`src/rtl/mul_seq_unit.sv`:
```
// Multi-cycle radix-2 shift-add multiplier for MUL/SMULL/UMULL with NZCV flags.
// Magnitudes are multiplied unsigned; the sign is applied once in FIX.
module mul_seq_unit #(
  parameter int WIDTH = 32
) (
  input  logic             clk,
  input  logic             reset,
  input  logic             start,
  input  logic [2:0]       mul_op,
  input  logic [WIDTH-1:0] a,
  input  logic [WIDTH-1:0] b,
  output logic             busy,
  output logic             done,
  output logic             err,
  output logic [WIDTH-1:0] result,
  output logic [WIDTH-1:0] result_extra,
  output logic [3:0]       flags
);

  localparam int CNT_W = (WIDTH > 2) ? $clog2(WIDTH) : 1;
  localparam logic [2:0] OP_MUL   = 3'b100;
  localparam logic [2:0] OP_SMULL = 3'b110;
  localparam logic [2:0] OP_UMULL = 3'b111;

  typedef enum logic [1:0] {IDLE, RUN, FIX, DONE} state_t;

  state_t               state_q, state_d;
  logic [2:0]           op_q, op_d;
  logic                 sign_q, sign_d;
  logic [WIDTH-1:0]     mcand_q, mcand_d;
  logic [WIDTH-1:0]     mplier_q, mplier_d;
  logic [2*WIDTH-1:0]   acc_q, acc_d;
  logic [CNT_W-1:0]     cnt_q, cnt_d;
  logic [WIDTH-1:0]     result_q, result_d;
  logic [WIDTH-1:0]     extra_q, extra_d;
  logic [3:0]           flags_q, flags_d;
  logic                 done_q, done_d;
  logic                 err_q, err_d;
  logic [WIDTH:0]       sum;
  logic [2*WIDTH-1:0]   prod;

  function automatic logic [WIDTH-1:0] abs_w(input logic signed [WIDTH-1:0] v);
    logic [WIDTH-1:0] u;
    u = $unsigned(v);
    return u[WIDTH-1] ? (~u + WIDTH'(1)) : u;
  endfunction

  function automatic logic [2*WIDTH-1:0] apply_sign(input logic [2*WIDTH-1:0] v,
                                                     input logic s);
    return s ? (~v + (2*WIDTH)'(1)) : v;
  endfunction

  function automatic logic [3:0] flags_of(input logic [2:0] op,
                                          input logic [2*WIDTH-1:0] p);
    logic [WIDTH-1:0] lo, hi;
    lo = p[WIDTH-1:0];
    hi = p[2*WIDTH-1:WIDTH];
    if (op == OP_MUL)
      return {lo[WIDTH-1], (lo == '0), 1'b0, (hi != {WIDTH{lo[WIDTH-1]}})};
    return {hi[WIDTH-1], (p == '0), 1'b0, 1'b0};
  endfunction

  always_comb begin
    state_d  = state_q;
    op_d     = op_q;
    sign_d   = sign_q;
    mcand_d  = mcand_q;
    mplier_d = mplier_q;
    acc_d    = acc_q;
    cnt_d    = cnt_q;
    result_d = result_q;
    extra_d  = extra_q;
    flags_d  = flags_q;
    done_d   = 1'b0;
    err_d    = 1'b0;
    sum      = {1'b0, acc_q[2*WIDTH-1:WIDTH]} + (mplier_q[0] ? {1'b0, mcand_q} : '0);
    prod     = apply_sign(acc_q, sign_q);
    case (state_q)
      IDLE: begin
        if (start) begin
          if (mul_op == OP_MUL || mul_op == OP_SMULL || mul_op == OP_UMULL) begin
            op_d  = mul_op;
            acc_d = '0;
            cnt_d = '0;
            state_d = RUN;
            if (mul_op == OP_UMULL) begin
              mcand_d  = a;
              mplier_d = b;
              sign_d   = 1'b0;
            end else begin
              mcand_d  = abs_w(a);
              mplier_d = abs_w(b);
              sign_d   = a[WIDTH-1] ^ b[WIDTH-1];
            end
          end else begin
            err_d = 1'b1;
          end
        end
      end
      RUN: begin
        // Carry out of the upper-half add becomes the new MSB after the shift.
        acc_d    = {sum, acc_q[WIDTH-1:1]};
        mplier_d = mplier_q >> 1;
        cnt_d    = cnt_q + CNT_W'(1);
        if (cnt_q == CNT_W'(WIDTH - 1)) state_d = FIX;
      end
      FIX: begin
        result_d = prod[WIDTH-1:0];
        extra_d  = prod[2*WIDTH-1:WIDTH];
        flags_d  = flags_of(op_q, prod);
        done_d   = 1'b1;
        state_d  = DONE;
      end
      DONE:    state_d = IDLE;
      default: state_d = IDLE;
    endcase
  end

  always_ff @(posedge clk) begin
    if (reset) begin
      state_q  <= IDLE;
      acc_q    <= '0;
      cnt_q    <= '0;
      result_q <= '0;
      extra_q  <= '0;
      flags_q  <= '0;
      done_q   <= 1'b0;
      err_q    <= 1'b0;
    end else begin
      state_q  <= state_d;
      acc_q    <= acc_d;
      cnt_q    <= cnt_d;
      result_q <= result_d;
      extra_q  <= extra_d;
      flags_q  <= flags_d;
      done_q   <= done_d;
      err_q    <= err_d;
    end
  end

  always_ff @(posedge clk) begin
    op_q     <= op_d;
    sign_q   <= sign_d;
    mcand_q  <= mcand_d;
    mplier_q <= mplier_d;
  end

  assign busy         = (state_q != IDLE);
  assign done         = done_q;
  assign err          = err_q;
  assign result       = result_q;
  assign result_extra = extra_q;
  assign flags        = flags_q;

endmodule

```
`config.mk`:
```
export PLATFORM = sky130hd
export DESIGN_NAME = mul_seq_unit
export DESIGN_NICKNAME = d
export VERILOG_FILES = /design/src/rtl/mul_seq_unit.sv
export SDC_FILE = /design/constraint.sdc
export NUM_CORES = 1
export LEC_CHECK = 0
export CORE_MARGIN = 2
export CORE_UTILIZATION = 60
export DETAILED_ROUTE_END_ITERATION = 7
export PLACE_DENSITY = 0.92
export SLEW_MARGIN = 15
export SYNTH_ARGS = -nofsm -noshare
export SYNTH_HDL_FRONTEND = slang
export SYNTH_SLANG_ARGS = --single-unit
```
`constraint.sdc`:
```
create_clock -name clk -period 7.83 [get_ports clk]
set_input_delay 1.566 -clock clk [delete_from_list [all_inputs] [get_ports clk]]
set_output_delay 1.566 -clock clk [all_outputs]
set_load 0.03 [all_outputs]
```
# Yosys cells after proc, flatten, opt, wreduce, memory -nomap -nowiden
# Cells that the tools add are included.
[classes]
addsub = 5
n_eq_ne = 12
n_mux = 25
n_bitwise = 6
n_reduce_logical = 11
[op_table]
columns = ["cell", "count"]
rows = [
  ["$mux W32", 7],
  ["$mux W64", 3],
  ["$pmux W64 S2", 1],
  ["$add A32 B1 Y32 const B", 2],
  ["$add A64 B1 Y64 const B", 1],
  ["$logic_not A64 Y1", 1],
  ["$not A32 Y32", 2],
  ["$not A64 Y64", 1],
  ["$pmux W32 S2", 1],
  ["$add A32 B32 Y33", 1],
  ["$logic_not A32 Y1", 1],
  ["$ne A32 B32 Y1", 1],
  ["$eq A3 B3 Y1 const B", 4],
  ["$mux W5", 2],
  ["$pmux W5 S2", 1],
  ["$reduce_and A3 Y1", 3],
  ["$mux W4", 2],
  ["$pmux W2 S4", 1],
  ["$mux W2", 3],
  ["$ne A2 B2 Y1 const B", 3],
  ["$add A5 B1 Y5 const B", 1],
  ["$eq A5 B5 Y1 const B", 1],
  ["$eq A2 B2 Y1 const B", 2],
  ["$mux W1", 4],
  ["7 further kinds", 10],
]
[word_totals]
reg_bits = 209
inputBits = 70

# Longest topological paths before layout
# Gate-level depths: netlist of run 1.
[logic_depth]
ltp_word = 7
mapped_depth = 14

# Worst setup path before layout of run 1
# Ideal clock, no wire load.
[synth_timing]
kind = "input -> register"
from = "input a[8]"
to = "register mcand_q[28] (data pin)"
setup_ns = 0.264
arrival_time_ns = 3.451
required_time_ns = 7.566
slack_ns = 4.115
path_stages = 7
n_path_buf = 0
path_cell_list = "or4_1 > nor4_1 > nand2b_1 > or3_1 > nor3_1 > a31oi_1 > xor2_1"
[synth_via]
elab_chain_len = 4
[synth_lines]
columns = ["item", "line", "rtl"]
rows = [
  ["start: declaration", "10", "input logic [WIDTH-1:0] a,"],
  ["$not A32 Y32", "45", "return u[WIDTH-1] ? (~u + WIDTH'(1)) : u;"],
  ["$add A32 B1 Y32", "45", ""],
  ["$mux W32", "45", ""],
  ["$mux W32", "86", "if (mul_op == OP_UMULL) begin"],
  ["end signal: assignment", "144", "mcand_q <= mcand_d;"],
  ["end: declaration", "30", "logic [WIDTH-1:0] mcand_q, mcand_d;"],
]
# No other way between the ends.
# A chain may end at the register's enable or synchronous reset.

# Worst setup path in the final report of run 1
[layout_timing]
from = "register acc_q[4]"
to = "register flags_q[2], in the netlist flags[2]"
[layout_via]
elab_chain_len = 6
word_cells_on_any_way = 7
cone_classes = "1 x add/sub; 3 x mux; 1 x bitwise; 2 x reduce/logical"
[layout_lines]
columns = ["item", "line", "rtl"]
rows = [
  ["start: declaration", "32", "logic [2*WIDTH-1:0] acc_q, acc_d;"],
  ["start signal: assignment", "122", "acc_q <= '0;"],
  ["start signal: assignment", "131", "acc_q <= acc_d;"],
  ["$not A64 Y64", "50", "return s ? (~v + (2*WIDTH)'(1)) : v;"],
  ["$add A64 B1 Y64", "50", ""],
  ["$mux W64 *", "50", ""],
  ["$logic_not A32 Y1", "59", "return {lo[WIDTH-1], (lo == '0), 1'b0, (hi != {WIDTH{lo[WIDTH-1]}})};"],
  ["$mux W4", "58", "if (op == OP_MUL)"],
  ["$mux W4 *", "60", "return {hi[WIDTH-1], (p == '0), 1'b0, 1'b0};"],
  ["end signal: assignment", "135", "flags_q <= flags_d;"],
  ["end: declaration", "36", "logic [3:0] flags_q, flags_d;"],
]
# Every way passes the cells marked *; elsewhere a longest branch is shown, timed or not. The select of a mux whose other input is x is not followed.

==> out/results.tsv, run 1 <==
stage	metric	value	unit
status	status	finished, final reports clean	
placement	portBuffers	139	
synthesis	synth_area	12600	um^2
floorplan	core	20400	um^2
clock_network	cts_tree	built	
timing	fin_hold_ws	484	ps
worst_setup_path	critPathArrivalTime	4490	ps
detailed_routing	drt_iter0_drc	916	
detailed_routing	drc_errors	0	
timing	setup_violations	0	
flow_run	drv_cap	0	
timing	worstMarginPinSlew	1060	ps
clock_network	cts_setup_buffers	0	
synthesis	synth_commonest_cells	nor2_1 (164), dfxtp_1 (140), nand2_1 (105), xor2_1 (99), o21ai_0 (86)	
synthesis	synth-edff-count	68	
cells_and_area	area_growth_syn_to_layout	17.1	%
clock_network	cts-resized-gates	0	
clock_network	root_buffer	clkbuf_16	
detailed_routing	dr.pass1.iters	6	
synthesis	yosys_warnings	0	
timing	hold_viol_final	0	
synthesis	synth_top_flop_cell	dfxtp_1	
detailed_routing	routed.top_layer	met4	
worst_setup_path	crit_buf_inv	0	
synthesis	synth_top_area_share	22.3	%
synthesis	synth_nets	1524	
hold_path	hold_class	reg -> reg	
detailed_routing	dr_wl_met2	14.1	mm
clock_network	path_clk_slew	60	ps
floorplan	die_x	149	um
timing	max_slew_margin	29.4	%
synthesis	synthArstFlopShare	0	%
grt	grt_start_max_net_pins	106	
placement	placedCellCount	1741	
worst_setup_path	path_max_fanout	12	
floorplan	core.rowCount	52	
synthesis	ys_types	84	
clock_network	clkSinkCount	208	
clock_network	htreeDepth	1	
worst_setup_path	slowest_stage	nor4_4	
synthesis	yosysMostFrequentCell	nor2_1	
cells_and_area	drive_above_1_share	5.88	%
grt	grt_pass1_vias	10300	
synthesis	synth_area_leaders	dfxtp_1 (22%), edfxtp_1 (16%), xor2_1 (6.9%)	
power_and_ir_drop	peakVddDrop	170	uV
worst_setup_path	cp-start-kind	register	
floorplan	die_h	149	um
timing	fin_skew	13.7	ps
clock_network	cts_made_buffers	23	
grt	track_usage	27.6	%
power_and_ir_drop	p_per_area	312	nW/um^2
detailed_routing	wl_met1	13.2	mm
timing	rsz0062_at_grt	no	
worst_setup_path	path_cells	or3_1 -> nor4_4 -> nand4_2 -> o41ai_1 -> xor2_1 -> nand3_1 -> nor3_1 -> nand4_1 -> a211oi_2	
timing	fin_crit_sh	52.0	%
detailed_routing	ant_nets	0	
detailed_routing	route.met3.wl	2.77	mm
timing	finalSetupTns	0	ps
floorplan	num_io_pins	141	
timing	slew_violations	0	
cells_and_area	final_net_count	1608	
grt	grt_pass1_wl	50.8	mm
worst_setup_path	cp-end-kind	register	
detailed_routing	avgRoutedWirePerCell	17.2	um
floorplan	die_area	22100	um^2
floorplan	start_util	61.5	%
worst_setup_path	critPathRequiredTime	8240	ps
synthesis	synth_largest_area_cell	dfxtp_1	
worst_setup_path	critPathKind	reg -> reg	
synthesis	postSynthCellCount	1412	
detailed_routing	wirelength	30.7	mm
grt	antenna_found_initial	0	
timing	fmax	245	MHz
grt	grt-ovfl-total	0	
synthesis	ys_ff_latch	208	
placement	routabilityCongestion	0.949	
synthesis	syn_area_per_cell	8.90	um^2
timing	period_minus_slack	4070	ps
worst_setup_path	max_stage_delay	620	ps
clock_network	clock_latency	520	ps
worst_setup_path	crit_family	simple AND/OR/NAND/NOR gates	
clock_network	clockBufferDepth	3	
cells_and_area	n_antenna_cell	0	
cells_and_area	fin_cells	1783	
power_and_ir_drop	p_leak	5.62	nW
synthesis	ys_seq_area_share	38.5	%
clock_network	ctsHoldBuffers	0	
detailed_routing	via_count	11100	
detailed_routing	vias_per_cell	6.25	
placement	dp_hpwl	22.2	mm
[layer usage]
layer	track usage (%)	up-vias
met1	38.4	5138
met5	0	-
met3	4.22	63
li1	-	5378
met4	7.81	0
met2	45.0	567
[area by class of cell]
class | count | area [um^2]
Tap cell | 270 | 338
Multi-Input combinational cell | 1089 | 7280
Sequential cell | 208 | 4840
Clock inverter | 8 | 50.0
Clock buffer | 34 | 668
Fill cell | 1507 | 5700
Inverter | 27 | 101
Timing Repair Buffer | 147 | 1450
[through the flow]
step                      power [mW]  cell area [um^2]  util (%)  setup WS, ps
after detailed placement        3.55             14000      68.6          3310
after floorplan                 2.96             12600         -          4110
after global placement          3.49             14000      68.6          3420
after global routing            4.85             14700      72.1          3490
after CTS                       4.58             14700      72.1          3850
final                           4.59             14700      72.1          3760
[report_power, final]
group | leakage (nW) | switching (mW) | internal, mW
sequential | 1.77 | 0.143 | 1.40
combinational | 3.51 | 1.27 | 0.762
clock | 0.346 | 0.430 | 0.592
total | 5.62 | 1.84 | 2.75
[sequential cells by signal, summed over array words and instances, names as in the netlist]
| register | flops |
|---|---|
| acc_q | 64 |
| cnt_q | 5 |
| done | 1 |
| err | 1 |
| flags | 3 |
| mcand_q | 32 |
| mplier_q | 32 |
| op_q | 3 |
| result | 32 |
| result_extra | 32 |
| sign_q | 1 |
| state_q | 2 |
[cells by family (layout without fill, tap and decap cells)]
logic type | after synthesis | after routing | share of synthesized area, %
AO/OA/AOI/OAI | 400 | 400 | 22.8
XOR/XNOR | 142 | 142 | 9.89
adder cells (fa/ha/maj) | 42 | 42 | 4.24
buffers and inverters | 115 | 216 | 3.82
flip-flops | 208 | 208 | 38.5
multiplexers | 4 | 4 | 0.328
other | 1 | 1 | 0.0298
AND/OR/NAND/NOR | 500 | 500 | 20.4
[cells in the final DEF, fill, tap and decap left out, types with 27 or more instances in the layout]
cell and n:
nor2_1 163, dfxtp_1 140, clkdlybuf4s50_1 138, nand2_1 105, xor2_1 99, o21ai_0 86, a211oi_1 69, edfxtp_1 68
a21oi_1 51, a22oi_1 47, xnor2_1 43, ha_1 39, and2_1 35, inv_1 27, nor3_1 27
[worst paths after layout]
| kind | startpoint | endpoint | slack [ps] | cells after the start |
|---|---|---|---|---|
| max | acc_q[4] | flags[2] | 3760 | 9 |
| min | result_extra[27] | result_extra[27] | 480 | 2 |
| max reg2reg | acc_q[4] | flags[2] | 3760 | 9 |
| min reg2reg | result_extra[27] | result_extra[27] | 480 | 2 |
[worst register-to-register path, cell delays in order (launching register included)]
cell,delay (ps)
dfxtp_1,380
or3_1,590
nor4_4,620
nand4_2,520
o41ai_1,550
xor2_1,520
nand3_1,150
nor3_1,200
nand4_1,200
a211oi_2,240
No activity file was read; power rests on OpenSTA's default activity.
==> run 2: changes to the inputs <==
--- a/config.mk
+++ b/config.mk
@@ -6,9 +6,9 @@
 export NUM_CORES = 1
 export LEC_CHECK = 0
 export CORE_MARGIN = 2
-export CORE_UTILIZATION = 60
+export CORE_UTILIZATION = 57
 export DETAILED_ROUTE_END_ITERATION = 7
-export PLACE_DENSITY = 0.92
+export PLACE_DENSITY = 0.89
 export SLEW_MARGIN = 15
 export SYNTH_ARGS = -nofsm -noshare
 export SYNTH_HDL_FRONTEND = slang
==> constraint.sdc (replaced) <==
create_clock -name clk -period 3.91 [get_ports clk]
set_input_delay 0.782 -clock clk [delete_from_list [all_inputs] [get_ports clk]]
set_output_delay 0.782 -clock clk [all_outputs]
set_load 0.03 [all_outputs]
==> out/results.tsv, run 2 (synthesis results as in run 1) <==
stage	metric	value	unit
detailed_routing	avgRoutedWirePerCell	17.3	um
timing	fmax	273	MHz
floorplan	die_area	23300	um^2
power_and_ir_drop	intPower	5.66	mW
placement	placedCellCount	1786	
clock_network	ctsHoldBuffers	0	
power_and_ir_drop	peakVddDrop	343	uV
placement	dp_hpwl	23.4	mm
clock_network	root_buffer	clkbuf_16	
clock_network	cts-resized-gates	0	
detailed_routing	drt_iter0_drc	887	
placement	routabilityCongestion	0.975	
grt	grt_pass1_wl	51.2	mm
clock_network	clock_latency	520	ps
floorplan	core.rowCount	54	
placement	portBuffers	139	
timing	period_minus_slack	3660	ps
worst_setup_path	critPathArrivalTime	4100	ps
grt	grt_pass1_vias	10300	
grt	track_usage	25.9	%
flow_run	drv_cap	0	
status	status	finished, final reports clean	
timing	slew_violations	0	
timing	hold_viol_final	0	
grt	use_met1	35.9	%
cells_and_area	final_net_count	1644	
worst_setup_path	cp-end-kind	register	
power_and_ir_drop	clkPwrFrac	22.1	%
cells_and_area	fillers	1703	
power_and_ir_drop	switching_share	39.9	%
power_and_ir_drop	pwr-share-seq	32.5	%
placement	pre_cts_ws	247	ps
grt	grt.busiest_layer	met2	
cells_and_area	fin_cells	1828	
hold_path	hold_class	reg -> reg	
detailed_routing	via_count	11200	
timing	worstMarginPinSlew	927	ps
clock_network	cts_made_buffers	23	
worst_setup_path	cp-start-kind	register	
floorplan	start_util	57.8	%
worst_setup_path	path_max_fanout	12	
power_and_ir_drop	p_comb_share	45.4	%
worst_setup_path	critPathKind	reg -> reg	
timing	fin_crit_sh	93.5	%
floorplan	die_h	153	um
power_and_ir_drop	p_leak	5.81	nW
worst_setup_path	max_stage_delay	630	ps
worst_setup_path	slowest_stage	or4_1	
detailed_routing	vias_per_cell	6.14	
detailed_routing	dr.pass1.iters	5	
detailed_routing	ant_nets	0	
detailed_routing	wirelength	31.6	mm
floorplan	num_io_pins	141	
clock_network	cts_setup_buffers	0	
power_and_ir_drop	switchingPower	3.75	mW
cells_and_area	layout_common_cells	nor2_1 (163), dfxtp_1 (140), clkdlybuf4s50_1 (138)	
timing	setup_ws	253	ps
power_and_ir_drop	p_per_area	626	nW/um^2
clock_network	clockBufferDepth	3	
clock_network	path_clk_slew	60	ps
floorplan	die_x	153	um
grt	grt_start_max_net_pins	129	
timing	fin_skew	9.70	ps
grt	grt.met2_usage	42.4	%
timing	setup_violations	0	
grt	grt_use_met3	3.44	%
cells_and_area	drive_above_1_share	8.07	%
clock_network	cts_tree	built	
timing	rsz0062_at_grt	no	
cells_and_area	largest_register_ffs	64	
detailed_routing	drc_errors	0	
grt	grt-ovfl-total	0	
floorplan	core	21800	um^2
clock_network	clkSinkCount	208	
cells_and_area	n_antenna_cell	0	
grt	antenna_found_initial	0	
cells_and_area	regMostFlops	acc_q	
timing	finalSetupTns	0	ps
cells_and_area	area_growth_syn_to_layout	19.7	%
timing	max_slew_margin	38.0	%
cells_and_area	final_common_cell	nor2_1	
worst_setup_path	path_cells	or4_1 -> nor4_1 -> nand4_2 -> buf_4 -> o41ai_1 -> xor2_1 -> nand3_1 -> nor4_2 -> nand4_1 -> a211oi_2	
clock_network	htreeDepth	1	
worst_setup_path	critPathRequiredTime	4350	ps
## run 2: cell types whose count changed in the layout (fill, tap and decap cells not counted), moves of 2 or more
cell and change:
clkinv_2 -3, clkinv_4 +4, clkinvlp_2 -2, buf_4 +34
buf_12 +2, clkbuf_8 +2
## run 2: final cells by class
type,count,area (um^2),area share (%)
tap,280,350,2.33
clock buffer,34,667,4.43
sequential,208,4840,32.2
inverter,27,101,0.674
timing repair buffer,183,1740,11.6
multi-input combinational,1089,7280,48.4
clock inverter,7,60.1,0.399
## run 2: stage by stage
stage | utilization, % | area (um^2) | hold WS (ps) | total power [mW]
detailed placement | 65.7 | 14300 | 476 | 7.32
floorplan | - | 12600 | 472 | 5.92
global placement | 65.7 | 14300 | 474 | 7.21
global route | 69.2 | 15000 | 508 | 9.92
CTS | 69.1 | 15000 | 484 | 9.38
finish | 69.2 | 15000 | 484 | 9.41
## run 2: worst paths after layout
check                           startpoint  slack [ps]          to  depth (start not counted)
worst min-delay path            result[17]         480  result[17]                          2
worst min register to register  result[17]         480  result[17]                          2
worst max-delay path             acc_q[29]         250    flags[2]                         10
worst max register to register   acc_q[29]         250    flags[2]                         10
## run 2: per-layer routing
layer	wire (um)	vias up
met5	0	-
met4	787	0
met3	2140	63
met2	14500	461
met1	14100	5246
li1	-	5450
## run 2: power groups by stage
| stage | Sequential, mW | Clock (mW) | Combinational (mW) |
|---|---|---|---|
| floorplan | 3.40 | 0 | 2.52 |
| global placement | 3.08 | 0 | 4.12 |
| detailed placement | 3.10 | 0 | 4.21 |
| CTS | 3.06 | 2.10 | 4.23 |
| global route | 3.12 | 2.18 | 4.62 |
| finish | 3.06 | 2.08 | 4.28 |
## run 2: critical path, delay by kind of cell, from the launching register on
family / cells / cell delay [ps]
AND/OR/NAND/NOR: 6 / 2140
buffers and inverters: 1 / 230
AO/OA/AOI/OAI: 2 / 490
flip-flops: 1 / 410
XOR/XNOR: 1 / 310
